[src/rtl/spi_pkg.sv]
// Shared definitions for the SPI request arbiter: FSM state encodings and
// the clock and SCLK defaults that spi_master also assumes.
package spi_pkg;

  localparam int unsigned DEFAULT_SPEED = 1_000_000;
  localparam int unsigned CLK_HZ        = 100_000_000;

  localparam logic [2:0] ST_IDLE      = 3'd0;
  localparam logic [2:0] ST_LAUNCH    = 3'd1;
  localparam logic [2:0] ST_WAIT_LOW  = 3'd2;
  localparam logic [2:0] ST_WAIT_HIGH = 3'd3;
  localparam logic [2:0] ST_RESP      = 3'd4;

  typedef enum logic [2:0] {
    IDLE      = ST_IDLE,
    LAUNCH    = ST_LAUNCH,
    WAIT_LOW  = ST_WAIT_LOW,
    WAIT_HIGH = ST_WAIT_HIGH,
    RESP      = ST_RESP
  } arb_state_e;

endpackage

[src/rtl/spi_req_arbiter_rr.sv]
// Combinational round-robin picker: first set request at or above ptr,
// wrapping, returned both one-hot and as an index.
module rr_arbiter #(
  parameter  int NREQ  = 2,
  localparam int IDX_W = (NREQ > 1) ? $clog2(NREQ) : 1
) (
  input  logic [NREQ-1:0]  req,
  input  logic [IDX_W-1:0] ptr,
  output logic [NREQ-1:0]  grant,
  output logic [IDX_W-1:0] idx,
  output logic             any
);

  logic [IDX_W-1:0] pos;

  always_comb begin
    grant = '0;
    idx   = '0;
    any   = 1'b0;
    pos   = '0;
    for (int k = 0; k < NREQ; k++) begin
      pos = IDX_W'((int'(ptr) + k) % NREQ);
      if (!any && req[pos]) begin
        any        = 1'b1;
        idx        = pos;
        grant[pos] = 1'b1;
      end
    end
  end

endmodule

[src/rtl/spi_req_arbiter.sv]
// Shares one spi_master between NREQ requesters, one byte per grant.
// Optional watchdog on the cs handshake: define SPI_ARB_TIMEOUT_EN.
module spi_req_arbiter
  import spi_pkg::*;
#(
  parameter int NREQ    = 2,
  parameter int SPEED_W = 28,
  parameter int TIMEOUT = 65535
) (
  input  logic                    clk,
  input  logic                    reset,
  input  logic [NREQ-1:0]         req_valid,
  output logic [NREQ-1:0]         req_ready,
  input  logic [8*NREQ-1:0]       req_data,
  input  logic [NREQ-1:0]         req_chip,
  input  logic [SPEED_W*NREQ-1:0] req_speed,
  input  logic [NREQ-1:0]         req_cpol,
  input  logic [NREQ-1:0]         req_cpha,
  output logic [NREQ-1:0]         resp_valid,
  output logic [7:0]              resp_data,
  output logic                    resp_err,
  output logic                    busy,
  output logic                    pulse1,
  output logic                    pulse2,
  output logic [SPEED_W-1:0]      speed,
  output logic [7:0]              data2send,
  output logic                    cpol,
  output logic                    cpha,
  input  logic                    cs1,
  input  logic                    cs2,
  input  logic [7:0]              data_received
);

  localparam int IDX_W = (NREQ > 1) ? $clog2(NREQ) : 1;
  localparam logic [15:0] WD_LAST = 16'(TIMEOUT - 1);

  arb_state_e       state, state_nxt;
  logic [IDX_W-1:0] rr_ptr, owner, gidx;
  logic [NREQ-1:0]  gnt;
  logic             gany;
  logic             chip_r;
  logic             tgt_cs, done_ok, timeout, abort, waiting;

  rr_arbiter #(.NREQ(NREQ)) u_rr (
    .req   (req_valid),
    .ptr   (rr_ptr),
    .grant (gnt),
    .idx   (gidx),
    .any   (gany)
  );

  assign tgt_cs  = chip_r ? cs2 : cs1;
  assign waiting = (state == WAIT_LOW) || (state == WAIT_HIGH);
  assign done_ok = (state == WAIT_HIGH) && cs1 && cs2;
  assign abort   = timeout && !done_ok;

`ifdef SPI_ARB_TIMEOUT_EN
  logic [15:0] wd_cnt;
  logic        err_r;

  assign timeout  = waiting && (wd_cnt == WD_LAST);
  assign resp_err = (state == RESP) && err_r;

  always_ff @(posedge clk or posedge reset) begin
    if (reset) begin
      wd_cnt <= '0;
      err_r  <= 1'b0;
    end else begin
      wd_cnt <= waiting ? wd_cnt + 16'd1 : '0;
      if (state == IDLE && gany) err_r <= 1'b0;
      else if (abort)            err_r <= 1'b1;
    end
  end
`else
  logic unused_wd;
  assign unused_wd = ^{WD_LAST, waiting};
  assign timeout   = 1'b0;
  assign resp_err  = 1'b0;
`endif

  always_comb begin
    state_nxt = state;
    req_ready = '0;
    case (state)
      IDLE: if (gany) begin
        req_ready = gnt;
        state_nxt = LAUNCH;
      end
      LAUNCH:    state_nxt = WAIT_LOW;
      WAIT_LOW:  if (timeout) state_nxt = RESP;
                 else if (!tgt_cs) state_nxt = WAIT_HIGH;
      WAIT_HIGH: if (done_ok || timeout) state_nxt = RESP;
      RESP:      state_nxt = IDLE;
      default:   state_nxt = IDLE;
    endcase
  end

  // Grant stage: master-facing config is captured here and held until the next grant.
  always_ff @(posedge clk or posedge reset) begin
    if (reset) begin
      state     <= IDLE;
      rr_ptr    <= '0;
      owner     <= '0;
      chip_r    <= 1'b0;
      speed     <= SPEED_W'(DEFAULT_SPEED);
      data2send <= '0;
      cpol      <= 1'b0;
      cpha      <= 1'b0;
      resp_data <= '0;
    end else begin
      state <= state_nxt;
      if (state == IDLE && gany) begin
        owner     <= gidx;
        rr_ptr    <= (gidx == IDX_W'(NREQ - 1)) ? '0 : gidx + 1'b1;
        chip_r    <= req_chip[gidx];
        speed     <= req_speed[gidx*SPEED_W +: SPEED_W];
        data2send <= req_data[gidx*8 +: 8];
        cpol      <= req_cpol[gidx];
        cpha      <= req_cpha[gidx];
      end
      if (done_ok)    resp_data <= data_received;
      else if (abort) resp_data <= 8'hFF;
    end
  end

  assign pulse1     = (state == LAUNCH) && !chip_r;
  assign pulse2     = (state == LAUNCH) && chip_r;
  assign busy       = (state != IDLE) || gany;
  assign resp_valid = (state == RESP) ? (NREQ'(1) << owner) : '0;

endmodule

[config.mk]
export PLATFORM = sky130hd
export DESIGN_NAME = spi_req_arbiter
export DESIGN_NICKNAME = d
export VERILOG_FILES = /design/src/rtl/spi_pkg.sv /design/src/rtl/spi_req_arbiter_rr.sv /design/src/rtl/spi_req_arbiter.sv
export SDC_FILE = /design/constraint.sdc
export NUM_CORES = 1
export LEC_CHECK = 0
export BUFFER_PORTS_ARGS = -buffer_cell sky130_fd_sc_hd__buf_2
export CORE_MARGIN = 2
export CORE_UTILIZATION = 35
export CTS_CLUSTER_DIAMETER = 100
export DETAILED_ROUTE_END_ITERATION = 10
export PLACE_DENSITY = 0.67
export SKIP_CTS_REPAIR_TIMING = 1
export SYNTH_ARGS = -nofsm -noshare
export SYNTH_HDL_FRONTEND = slang
export SYNTH_SLANG_ARGS = --single-unit
export TNS_END_PERCENT = 5
[constraint.sdc]
create_clock -name clk -period 3.4 [get_ports clk]
set_clock_uncertainty 0.15 [all_clocks]
set_input_delay 0.34 -clock clk [delete_from_list [all_inputs] [get_ports clk]]
set_output_delay 0.34 -clock clk [all_outputs]
set_load 0.03 [all_outputs]
==> Implementation_results.wiki, run 1 <==
{| class="wikitable"
! Metric !! Value
|-
| Result of the run || complete, no violations
|-
| Count of distinct cell types in the synthesized netlist || 28
|-
| Post-route setup TNS || 0 ps
|-
| Number of I/O pins || 146
|-
| Largest net degree at the start of global routing || 53
|-
| RSZ-0062 raised after global routing || false
|-
| Total Wirelength || 6.686 mm
|-
| Headroom to the max-slew limit || 27.89%
|-
| Die Outline Area || 0.007790 mm2
|-
| Initial core utilization || 36.37%
|-
| Post-synthesis cell count || 232
|-
| TritonCTS Sinks || 52
|-
| Yosys synthesis warning count || 0
|-
| DPL Wire Length || 4.707 mm
|-
| Slowest-stage cell, CP || and3_1
|-
| Clock Tree Buf Depth || 2
|-
| Critical Path Start || state[2]$_DFFE_PP0P_
|-
| Vias in the first global route || 2173
|-
| Worst min-delay path startpoint || data_received[3]
|-
| Clock slew seen by the registers of the worst setup and hold paths || 90 ps
|-
| Cell area after synthesis || 0.002485 mm2
|-
| Number of buffer and inverter instances along the worst setup path || 1
|-
| Antenna violations before repair || 0
|-
| Post-Layout Inst Area || 0.003307 mm2
|-
| Critical Path RT || 2910 ps
|-
| Routability congestion estimate from global placement || 0.7163
|-
| Final cycle utilization of the critical path || 83.51%
|-
| FF-to-FF Start || state[2]$_DFFE_PP0P_
|-
| Critical Path Fanout Max || 28
|-
| Via count || 2278
|-
| Pins over their slew limit || 0
|-
| Routed len/inst || 14.60 um
|-
| Crit path DAT || 2350 ps
|-
| Layout overhead on the synthesized area || 33.08%
|-
| Buffer cell driving the clock tree root || clkbuf_8
|-
| Critical Path Sink Type || output port
|-
| Post-DR vias/cell || 4.974
|-
| Placed instance area || 0.003213 mm2
|-
| Wire length of the first global-routing pass || 10.62 mm
|-
| Final number of setup-violating endpoints || 0
|-
| Flop-to-flop setup slack || 960 ps
|-
| Path type of the worst setup path || reg2out
|-
| Core Box Area || 0.006832 mm2
|-
| Hold Fails Final Rpt || 0
|-
| Width of the chip || 88.26 um
|-
| Worst Hold Class || in2reg
|-
| Per-instance average area after synthesis || 10.71 um2
|-
| Highest achievable clock rate || 352.2 MHz
|-
| Worst IR drop on VDD || 330.3 uV
|-
| Final period demand of the worst path || 2839 ps
|-
| Critical Path, Cell by Cell || nor3_2, and3_1, buf_2
|-
| Port Buf Inserts || 144
|-
| P_leak || 1.651 nW
|-
| Number of H-tree levels || 2
|-
| Router iterations before antenna repair || 4
|-
| Top library cells by usage in the layout, fill and taps aside || 144 x buf_2, 45 x dfrtp_1, 42 x nand2_1
|-
| Number of DRC violations after detailed-routing iteration 0 || 98
|-
| Pwr Density || 910.5 mW/mm2
|-
| Final ANT Viol Nets || 0
|-
| Number of buffers created by CTS || 5
|-
| Clock latency on the worst-skew pair || 300 ps
|-
| Count of unresolved DRC violations after routing || 0
|-
| Chip height || 88.26 um
|-
| Ratio of cells with drive above 1 in the final layout || 48.90%
|-
| Count of state elements after synthesis || 52
|-
| Proportion of synthesized chip area in sequential cells || 52.72%
|-
| Category of the worst setup path launch point || register
|-
| Antenna Cells || 0
|-
| Synthesized netlist net count || 324
|-
| Row count || 30
|-
| Worst path top cell family by delay || simple AND/OR/NAND/NOR gates
|-
| Clock tree from TritonCTS || done
|-
| Worst slew pin tran || 1082 ps
|-
| Number of nets in the finished design || 453
|-
| Remaining global-route overflow || 0
|-
| Biggest cell delay along the critical path || 930 ps
|-
| Most common library cell in the layout ignoring fill and taps || buf_2
|-
| Max-Cap Viols || 0
|-
| Overall routing resource usage || 17.45%
|}
-- registers in the layout (all words and copies together), names as in the netlist --
signal	cells
chip_r	1
cpha	1
cpol	1
data2send	8
owner	1
resp_data	8
rr_ptr	1
speed	28
state	3
-- area by class of cell --
cell class / instances / area, um2
Clock buffer: 7 / 86.33
Clock inverter: 1 / 7.507
Fill cell: 703 / 3525
Inverter: 2 / 7.507
Multi-Input combinational cell: 152 / 1025
Sequential cell: 52 / 1310
Tap cell: 96 / 120.1
Timing Repair Buffer: 148 / 750.7
-- kinds of logic (layout without fill, tap and decap cells) --
kind of cell	Yosys count	count (layout)	share of synthesized area, %
AO/OA/AOI/OAI	44	44	16.97
AND/OR/NAND/NOR	98	98	19.34
flip-flops	52	52	52.72
buffers and inverters	28	158	6.798
multiplexers	9	9	4.028
other	1	1	0.1509
-- per-stage QoR --
step                      utilization (%)  power, W  worst slack, ps  hold WS [ps]  std cells
after global routing                48.41  0.003206            407.5         100.0        458
after detailed placement            47.03  0.002678            872.1         340.5        450
after floorplan                         -  0.002264             1308         314.4        232
final                               48.41  0.003011            560.6         110.5        458
after global placement              47.03  0.002647            915.0         332.9        450
after CTS                           48.41  0.003045            525.3         102.5        458
-- power by group --
group	switching, W	internal (W)	total (W)
clock	0.000200	0.000166	0.000366
combinational	0.000982	0.000554	0.00154
sequential	0.000177	0.000932	0.00111
total	0.00136	0.00165	0.00301
-- Yosys cell counts --
cell type,n,area share (%)
or3_4,1,0.45
nor3_1,40,8.1
inv_1,2,0.30
and3_1,2,0.50
nor4b_1,1,0.35
nor4_1,1,0.25
buf_6,7,3.2
dfrtp_1,45,45
nor3_2,1,0.40
a221o_1,39,16
a31oi_1,1,0.25
nor3b_4,1,0.76
conb_1,1,0.15
nand2_1,42,6.3
clkbuf_1,12,1.8
nor2b_1,1,0.25
buf_4,1,0.30
nand3_1,3,0.60
dfstp_2,7,7.4
a21o_1,2,0.60
nor3_4,1,0.65
nor2_1,3,0.45
o21ai_1,1,0.20
buf_2,6,1.2
mux2i_1,1,0.40
mux2_2,8,3.6
or3_1,1,0.25
o21ai_0,1,0.20
-- layer usage --
metal	part of all wire [%]	track usage, %	wire length, um
met2	48	28.91	3202
met3	6.4	3.825	429
met1	45	23.26	2996
met5	0	0	0
met4	0.85	4.683	57
-- worst paths after layout --
check	to	depth (start not counted)
min reg2reg	resp_data[4]$_DFFE_PP0P_	1
max	req_ready[0]	3
max reg2reg	speed[15]$_DFFE_PP0P_	4
max in group asynchronous	speed[21]$_DFFE_PP0P_	2
min	resp_data[3]$_DFFE_PP0P_	2
min in group asynchronous	resp_data[7]$_DFFE_PP0P_	2
No activity file was read; power rests on OpenSTA's default activity.
==> run 2, diff against run 1 <==
==> constraint.sdc (replaced) <==
create_clock -name clk -period 2.89 [get_ports clk]
set_clock_uncertainty 0.15 [all_clocks]
set_input_delay 0.289 -clock clk [delete_from_list [all_inputs] [get_ports clk]]
set_output_delay 0.289 -clock clk [all_outputs]
set_load 0.03 [all_outputs]
==> Implementation_results.wiki, run 2 (synthesis gave the netlist of run 1 again) <==
{| class="wikitable"
! Metric !! Value
|-
| RSZ-0062 raised after global routing || false
|-
| Die Outline Area || 0.007790 mm2 (unchanged)
|-
| Ratio of cells with drive above 1 in the final layout || 49.04% (+0.15 points)
|-
| Pins over their slew limit || 0 (unchanged)
|-
| Final cycle utilization of the critical path || 81.27%
|-
| Worst IR drop on VDD || 420.1 uV (+27%)
|-
| Headroom to the max-slew limit || 56.42% (+29 points)
|-
| Width of the chip || 88.26 um (unchanged)
|-
| Net switching component of the power || 0.001606 W (+18%)
|-
| Count of unresolved DRC violations after routing || 0 (unchanged)
|-
| R2R cell count || 4 (unchanged)
|-
| DPL Wire Length || 4.942 mm (+5.0%)
|-
| Cell internal pwr || 0.001965 W (+19%)
|-
| Final hold slack || 10.66 ps (-99.88 ps)
|-
| Highest achievable clock rate || 425.8 MHz
|-
| Category of the worst setup path launch point || register
|-
| Row count || 30 (unchanged)
|-
| Crit path DAT || 1910 ps (-440 ps)
|-
| Port Buf Inserts || 144 (unchanged)
|-
| Post-Layout Inst Area || 0.003338 mm2 (+0.95%)
|-
| Critical Path RT || 2450 ps (-460 ps)
|-
| Worst Hold Class || in2async
|-
| Overall routing resource usage || 17.69% (+0.24 points)
|-
| Router iterations before antenna repair || 4 (unchanged)
|-
| Antenna Cells || 0 (unchanged)
|-
| Routed len/inst || 14.93 um (+2.2%)
|-
| Critical Path Fanout Max || 14 (-50%)
|-
| Clock slew seen by the registers of the worst setup and hold paths || 90 ps (about the same)
|-
| Max-Cap Viols || 0 (unchanged)
|-
| Core Box Area || 0.006832 mm2 (unchanged)
|-
| Post-placement setup slack || 851.6 ps (-20.50 ps)
|-
| Most common library cell in the layout ignoring fill and taps || buf_2
|-
| Routability congestion estimate from global placement || 0.7354 (+2.7%)
|-
| Placed Cells incl. Taps || 453 (+0.67%)
|-
| Hold Fails Final Rpt || 0 (unchanged)
|-
| Number of buffer and inverter instances along the worst setup path || 1 (unchanged)
|-
| Switching part of the total || 44.98% (-0.17 points)
|-
| Critical Path, Cell by Cell || nor3_2, and3_1, buf_2
|-
| TritonCTS Sinks || 52 (unchanged)
|-
| Slack of the critical path || 541.4 ps (-19.20 ps)
|-
| Chip height || 88.26 um (unchanged)
|-
| Number of I/O pins || 146 (unchanged)
|-
| Final ANT Viol Nets || 0 (unchanged)
|-
| Part of the power in combinational logic || 51.5% (+0.5 points)
|-
| Clock Tree Buf Depth || 2 (unchanged)
|-
| Top library cells by usage in the layout, fill and taps aside || 144 x buf_2, 45 x dfrtp_1, 42 x nand2_1
|-
| Sequential cell fraction of total power || 36.6% (-0.2 points)
|-
| Placed instance area || 0.003248 mm2 (+1.1%)
|-
| Largest net degree at the start of global routing || 53 (unchanged)
|-
| Result of the run || complete, no violations
|-
| Number of DRC violations after detailed-routing iteration 0 || 131 (+34%)
|-
| Buffer cell driving the clock tree root || clkbuf_8
|-
| Vias in the first global route || 2155 (-0.83%)
|-
| Clock tree from TritonCTS || done
|-
| Number of buffers created by CTS || 5 (unchanged)
|-
| Post-DR vias/cell || 4.963 (-0.21%)
|-
| Largest registers ranked by flip-flop count || speed x28, data2send x8, resp_data x8
|-
| Clock Power Share || 11.9% (-0.3 points)
|-
| Biggest cell delay along the critical path || 540 ps (-390 ps)
|-
| Final number of setup-violating endpoints || 0 (unchanged)
|-
| Pwr Density || 1070 mW/mm2 (+17%)
|-
| Antenna violations before repair || 0 (unchanged)
|-
| Path type of the worst setup path || reg2out
|-
| Number of flip-flops in the largest register || 28 (unchanged)
|-
| Destination of the worst register-to-register timing path || speed[9]$_DFFE_PP1P_
|-
| Critical Path Sink Type || output port
|-
| Slowest-stage cell, CP || and3_1
|-
| Initial core utilization || 36.37% (unchanged)
|-
| P_leak || 1.672 nW (+1.3%)
|-
| Total Wirelength || 6.881 mm (+2.9%)
|-
| Layout overhead on the synthesized area || 34.34%
|-
| Final cell count without fillers || 461 (+0.66%)
|-
| Post-route setup TNS || 0 ps (unchanged)
|-
| Remaining global-route overflow || 0 (unchanged)
|-
| Flop-to-flop setup slack || 870 ps (-90 ps)
|-
| Fillers || 685 (-2.6%)
|-
| Wire length of the first global-routing pass || 10.75 mm (+1.2%)
|-
| Final period demand of the worst path || 2349 ps
|-
| Worst path top cell family by delay || simple AND/OR/NAND/NOR gates
|-
| Critical Path Start || state[1]$_DFFE_PP0P_
|-
| Worst slew pin tran || 653.7 ps (-427.9 ps)
|-
| Number of H-tree levels || 2 (unchanged)
|-
| FF-to-FF Start || state[1]$_DFFE_PP0P_
|-
| Number of nets in the finished design || 456 (+0.66%)
|-
| Clock latency on the worst-skew pair || 290 ps (about the same)
|-
| Register ranked first by flip-flop count || speed
|-
| Via count || 2288 (+0.44%)
|}
==> run 2: how the worst max path moves through the flow <==
stage,end,slack (ps),cells after the start
2_1_floorplan,pulse2,850,2
3_3_place_gp,speed[13]$_DFFE_PP0P_,910,5
3_5_place_dp,req_ready[0],850,3
4_1_cts,req_ready[0],500,3
5_1_grt,req_ready[0],390,3
6_report,req_ready[0],540,3
==> run 2: worst reg2reg max path: stages (launching register included) <==
cell	delay [ps]
dfrtp_1	470
nor3_2	300
and3_1	540
buf_4	320
a221o_1	180
==> run 2: through the flow <==
step                      power, W  util (%)
final                     0.003571     48.86
after floorplan           0.002664         -
after global routing      0.003802     48.86
after global placement    0.003144     47.55
after CTS                 0.003615     48.86
after detailed placement  0.003182     47.55
==> run 2: final cells by class <==
class	count	area [um2]	share of cell area (%)
Clock buffer	8	90.09	2.699
Inverter	2	7.507	0.2249
Multi-Input combinational cell	152	1025	30.70
Sequential cell	52	1310	39.24
Tap cell	96	120.1	3.598
Timing Repair Buffer	151	785.8	23.54
==> run 2: power groups by stage <==
stage	clock network, W	logic (W)	registers [W]
after global routing	0.000475	0.00197	0.00136
after global placement	0	0.00183	0.00131
after detailed placement	0	0.00187	0.00131
after floorplan	0	0.000777	0.00189
final	0.000426	0.00184	0.00131
after CTS	0.000443	0.00186	0.00131
==> run 2: routing by layer <==
| metal | vias up | GRT usage (%) | routed length, um |
|---|---|---|---|
| met2 | 89 | 28.84 | 3390 |
| met1 | 1071 | 24.60 | 3006 |
| li1 | 1124 | - | - |
| met3 | 4 | 3.731 | 451 |
| met5 | - | 0 | 0 |
| met4 | 0 | 3.581 | 32 |
==> run 3, diff against run 2 <==
--- a/config.mk
+++ b/config.mk
@@ -5,12 +5,13 @@
 export SDC_FILE = /design/constraint.sdc
 export NUM_CORES = 1
 export LEC_CHECK = 0
+export ABC_AREA = 1
 export BUFFER_PORTS_ARGS = -buffer_cell sky130_fd_sc_hd__buf_2
 export CORE_MARGIN = 2
 export CORE_UTILIZATION = 35
 export CTS_CLUSTER_DIAMETER = 100
 export DETAILED_ROUTE_END_ITERATION = 10
-export PLACE_DENSITY = 0.67
+export PLACE_DENSITY = 0.68
 export SKIP_CTS_REPAIR_TIMING = 1
 export SYNTH_ARGS = -nofsm -noshare
 export SYNTH_HDL_FRONTEND = slang
==> constraint.sdc (replaced) <==
create_clock -name clk -period 2.1 [get_ports clk]
set_clock_uncertainty 0.15 [all_clocks]
set_input_delay 0.21 -clock clk [delete_from_list [all_inputs] [get_ports clk]]
set_output_delay 0.21 -clock clk [all_outputs]
set_load 0.03 [all_outputs]
==> Implementation_results.wiki, run 3 <==
{| class="wikitable"
! Metric !! Value
|-
| Worst IR drop on VDD || 635.1 uV (+51%)
|-
| Crit path DAT || 1420 ps (-490 ps)
|-
| Number of buffer and inverter instances along the worst setup path || 2 (+1)
|-
| Clock tree from TritonCTS || done
|-
| Number of flip-flops in the largest register || 28 (unchanged)
|-
| Cells on Worst Hold Path || 5
|-
| Chip height || 92.14 um (+4.4%)
|-
| Count of distinct cell types in the synthesized netlist || 16 (-43%)
|-
| Critical Path, Cell by Cell || inv_2, nand2_1, nor2_4, nand3_1, buf_2
|-
| Number of DRC violations after detailed-routing iteration 0 || 92 (-30%)
|-
| Post-DR vias/cell || 4.409 (-11%)
|-
| Critical Path Fanout Max || 6 (-8)
|-
| Synthesized netlist net count || 484 (+49%)
|-
| Vias in the first global route || 2620 (+22%)
|-
| Count of state elements after synthesis || 52 (unchanged)
|-
| Final period demand of the worst path || 1780 ps
|-
| Proportion of synthesized chip area in sequential cells || 48.18% (-4.5 points)
|-
| FFs w/ async S/R, synth || 100.0% (unchanged)
|-
| R2R cell count || 7 (+3)
|-
| Total power after layout || 0.005321 W (+49%)
|-
| Register ranked first by flip-flop count || speed
|-
| Count of unresolved DRC violations after routing || 0 (unchanged)
|-
| Clock Power Share || 10.3% (-1.6 points)
|-
| Hold Fails Final Rpt || 0 (unchanged)
|-
| Initial core utilization || 35.74% (-0.63 points)
|-
| Per-instance average area after synthesis || 6.936 um2 (-35%)
|-
| Die Outline Area || 0.008489 mm2 (+9.0%)
|-
| Remaining global-route overflow || 0 (unchanged)
|-
| Via count || 2826 (+24%)
|-
| Clock Tree Buf Depth || 2 (unchanged)
|-
| Clock latency on the worst-skew pair || 300 ps (about the same)
|-
| Width of the chip || 92.14 um (+4.4%)
|-
| RSZ-0062 raised after global routing || false
|-
| Worst Hold Class || in2reg
|-
| Top cells by area in the synthesized netlist || dfrtp_1 41%, nand2_1 33%, nand3_1 8.5%
|-
| Router iterations before antenna repair || 4 (unchanged)
|-
| Number of nets in the finished design || 630 (+38%)
|-
| Switching part of the total || 50.30% (+5.3 points)
|-
| Number of buffers created by CTS || 5 (unchanged)
|-
| Share of Yosys cell area claimed by the top area cell type || 41.42% (-3.9 points)
|-
| Ratio of cells with drive above 1 in the final layout || 33.02% (-16 points)
|-
| Routed len/inst || 11.15 um (-25%)
|-
| Pins over their slew limit || 0 (unchanged)
|-
| P_leak || 2.304 nW (+38%)
|-
| Top library cells by usage in the layout, fill and taps aside || 238 x nand2_1, 144 x buf_2, 46 x nand3_1
|-
| Antenna Cells || 0 (unchanged)
|-
| Number of H-tree levels || 2 (unchanged)
|-
| Flop-to-flop setup slack || 460 ps (-410 ps)
|-
| Worst min-delay path endpoint || speed[14]$_DFFE_PP1P_
|-
| Most instantiated library cell after synthesis || nand2_1
|-
| Clock slew seen by the registers of the worst setup and hold paths || 90 ps (about the same)
|-
| Largest net degree at the start of global routing || 40 (-25%)
|-
| Total Wirelength || 7.149 mm (+3.9%)
|-
| Path type of the worst setup path || reg2out
|-
| Critical Path Sink Type || output port
|-
| Number of I/O pins || 146 (unchanged)
|-
| TritonCTS Sinks || 52 (unchanged)
|-
| FF-to-FF Start || state[2]$_DFFE_PP0P_
|-
| Ys flop type || dfrtp_1
|-
| Max-Cap Viols || 0 (unchanged)
|-
| Cell internal pwr || 0.002645 W (+35%)
|-
| Critical Path RT || 1740 ps (-710 ps)
|-
| Buffer cell driving the clock tree root || clkbuf_8
|-
| Worst path top cell family by delay || simple AND/OR/NAND/NOR gates
|-
| Post-route setup TNS || 0 ps (unchanged)
|-
| Yosys top cell by area || dfrtp_1
|-
| Overall routing resource usage || 16.89% (-0.81 points)
|-
| Destination of the worst register-to-register timing path || speed[23]$_DFFE_PP0P_
|-
| Layout overhead on the synthesized area || 35.94%
|-
| Category of the worst setup path launch point || register
|-
| Synth top cells by count || 238 x nand2_1, 46 x nand3_1, 45 x dfrtp_1, 16 x buf_2, 12 x inv_1
|-
| Result of the run || complete, no violations
|-
| Core Box Area || 0.007607 mm2 (+11%)
|-
| Final number of setup-violating endpoints || 0 (unchanged)
|-
| Most common library cell in the layout ignoring fill and taps || nand2_1
|-
| Largest registers ranked by flip-flop count || speed x28, data2send x8, resp_data x8
|-
| Final ANT Viol Nets || 0 (unchanged)
|-
| Slowest-stage cell, CP || dfrtp_1
|-
| Routability congestion estimate from global placement || 0.7549 (+2.7%)
|-
| Cell area after synthesis || 0.002719 mm2 (+9.4%)
|-
| Antenna violations before repair || 0 (unchanged)
|-
| Sequential cell fraction of total power || 33.7% (-2.9 points)
|-
| Wire length of the first global-routing pass || 11.79 mm (+9.6%)
|-
| DPL Wire Length || 5.253 mm (+6.3%)
|-
| Port Buf Inserts || 144 (unchanged)
|-
| Highest achievable clock rate || 561.8 MHz
|-
| Count of flip-flops with a built-in enable after synthesis || 0 (unchanged)
|-
| Biggest cell delay along the critical path || 410 ps (-130 ps)
|-
| Row count || 32 (+6.7%)
|-
| Post-synthesis cell count || 392 (+69%)
|-
| Final cycle utilization of the critical path || 84.77%
|-
| Yosys synthesis warning count || 0 (unchanged)
|-
| Worst min-delay path startpoint || req_speed[42]
|-
| Pwr Density || 1440 mW/mm2 (+35%)
|-
| Net switching component of the power || 0.002676 W (+67%)
|-
| Part of the power in combinational logic || 55.9% (+4.4 points)
|}
-- run 3: changes by cell type in the layout (fill, tap and decap cells not counted), moves of 6 or more --
cell / delta
a221o_1: -39
dlygate4sd3_1: +9
inv_1: +10
inv_2: +6
mux2_2: -8
nand2_1: +196
nand3_1: +43
nor2_1: +6
nor3_1: -40
-- run 3: metrics by stage --
step | instance area (um2) | util, % | hold WS [ps] | std cells | worst slack, ps
3_5_place_dp | 3521 | 46.28 | 121.5 | 624 | 446.8
2_1_floorplan | 2719 | - | 169.6 | 392 | 493.7
6_report | 3696 | 48.59 | 56.22 | 641 | 319.9
3_3_place_gp | 3521 | 46.28 | 106.4 | 624 | 536.7
5_1_grt | 3696 | 48.59 | 53.56 | 641 | 226.7
4_1_cts | 3606 | 47.40 | -206.1 | 632 | 286.2
-- run 3: worst max path at each step --
stage / from / end / slack, ps / depth (start not counted)
finish: state[2]$_DFFE_PP0P_ / busy / 320 / 5
global route: rr_ptr$_DFFE_PP0P_ / req_ready[1] / 230 / 7
CTS: state[2]$_DFFE_PP0P_ / busy / 290 / 5
detailed placement: state[2]$_DFFE_PP0P_ / speed[23]$_DFFE_PP0P_ / 450 / 7
global placement: rr_ptr$_DFFE_PP0P_ / speed[25]$_DFFE_PP0P_ / 540 / 9
floorplan: reset / chip_r$_DFFE_PP0P_ / 490 / 1
-- run 3: worst reg2reg max path, cell delays in order, from the launching register on --
cell     delay, ps
dfrtp_1        410
inv_2           80
nand2_1         80
nor2_4         160
nand2_2        270
buf_12         250
nand2_1         70
nand2_1         50
-- run 3: kinds of logic (layout without fill, tap and decap cells) --
| group | Yosys count | count (layout) | synth area share [%] |
|---|---|---|---|
| AND/OR/NAND/NOR | 299 | 299 | 44.32 |
| other | 1 | 1 | 0.1379 |
| buffers and inverters | 40 | 187 | 7.363 |
| flip-flops | 52 | 52 | 48.18 |
-- run 3: final cells by class --
| class | count | area, um2 |
|---|---|---|
| fill | 815 | 3911 |
| sequential | 52 | 1310 |
| multi-input combinational | 300 | 1214 |
| timing repair buffer | 160 | 888.4 |
| tap | 102 | 127.6 |
| clock buffer | 6 | 72.57 |
| inverter | 19 | 71.32 |
| clock inverter | 2 | 12.51 |
-- run 3: power by group through the flow --
stage	Combinational (W)	Sequential [W]	Clock (W)
floorplan	0.00134	0.00261	0
global placement	0.00294	0.00180	0
detailed placement	0.00301	0.00180	0
CTS	0.00301	0.00179	0.000577
global route	0.00330	0.00185	0.000627
finish	0.00298	0.00180	0.000551
-- run 3: metal layers --
metal | share of wire [%] | track usage (%)
met5 | 0 | 0
met4 | 0.78 | 3.856
met3 | 5.8 | 3.205
met2 | 49 | 29.60
met1 | 45 | 21.61
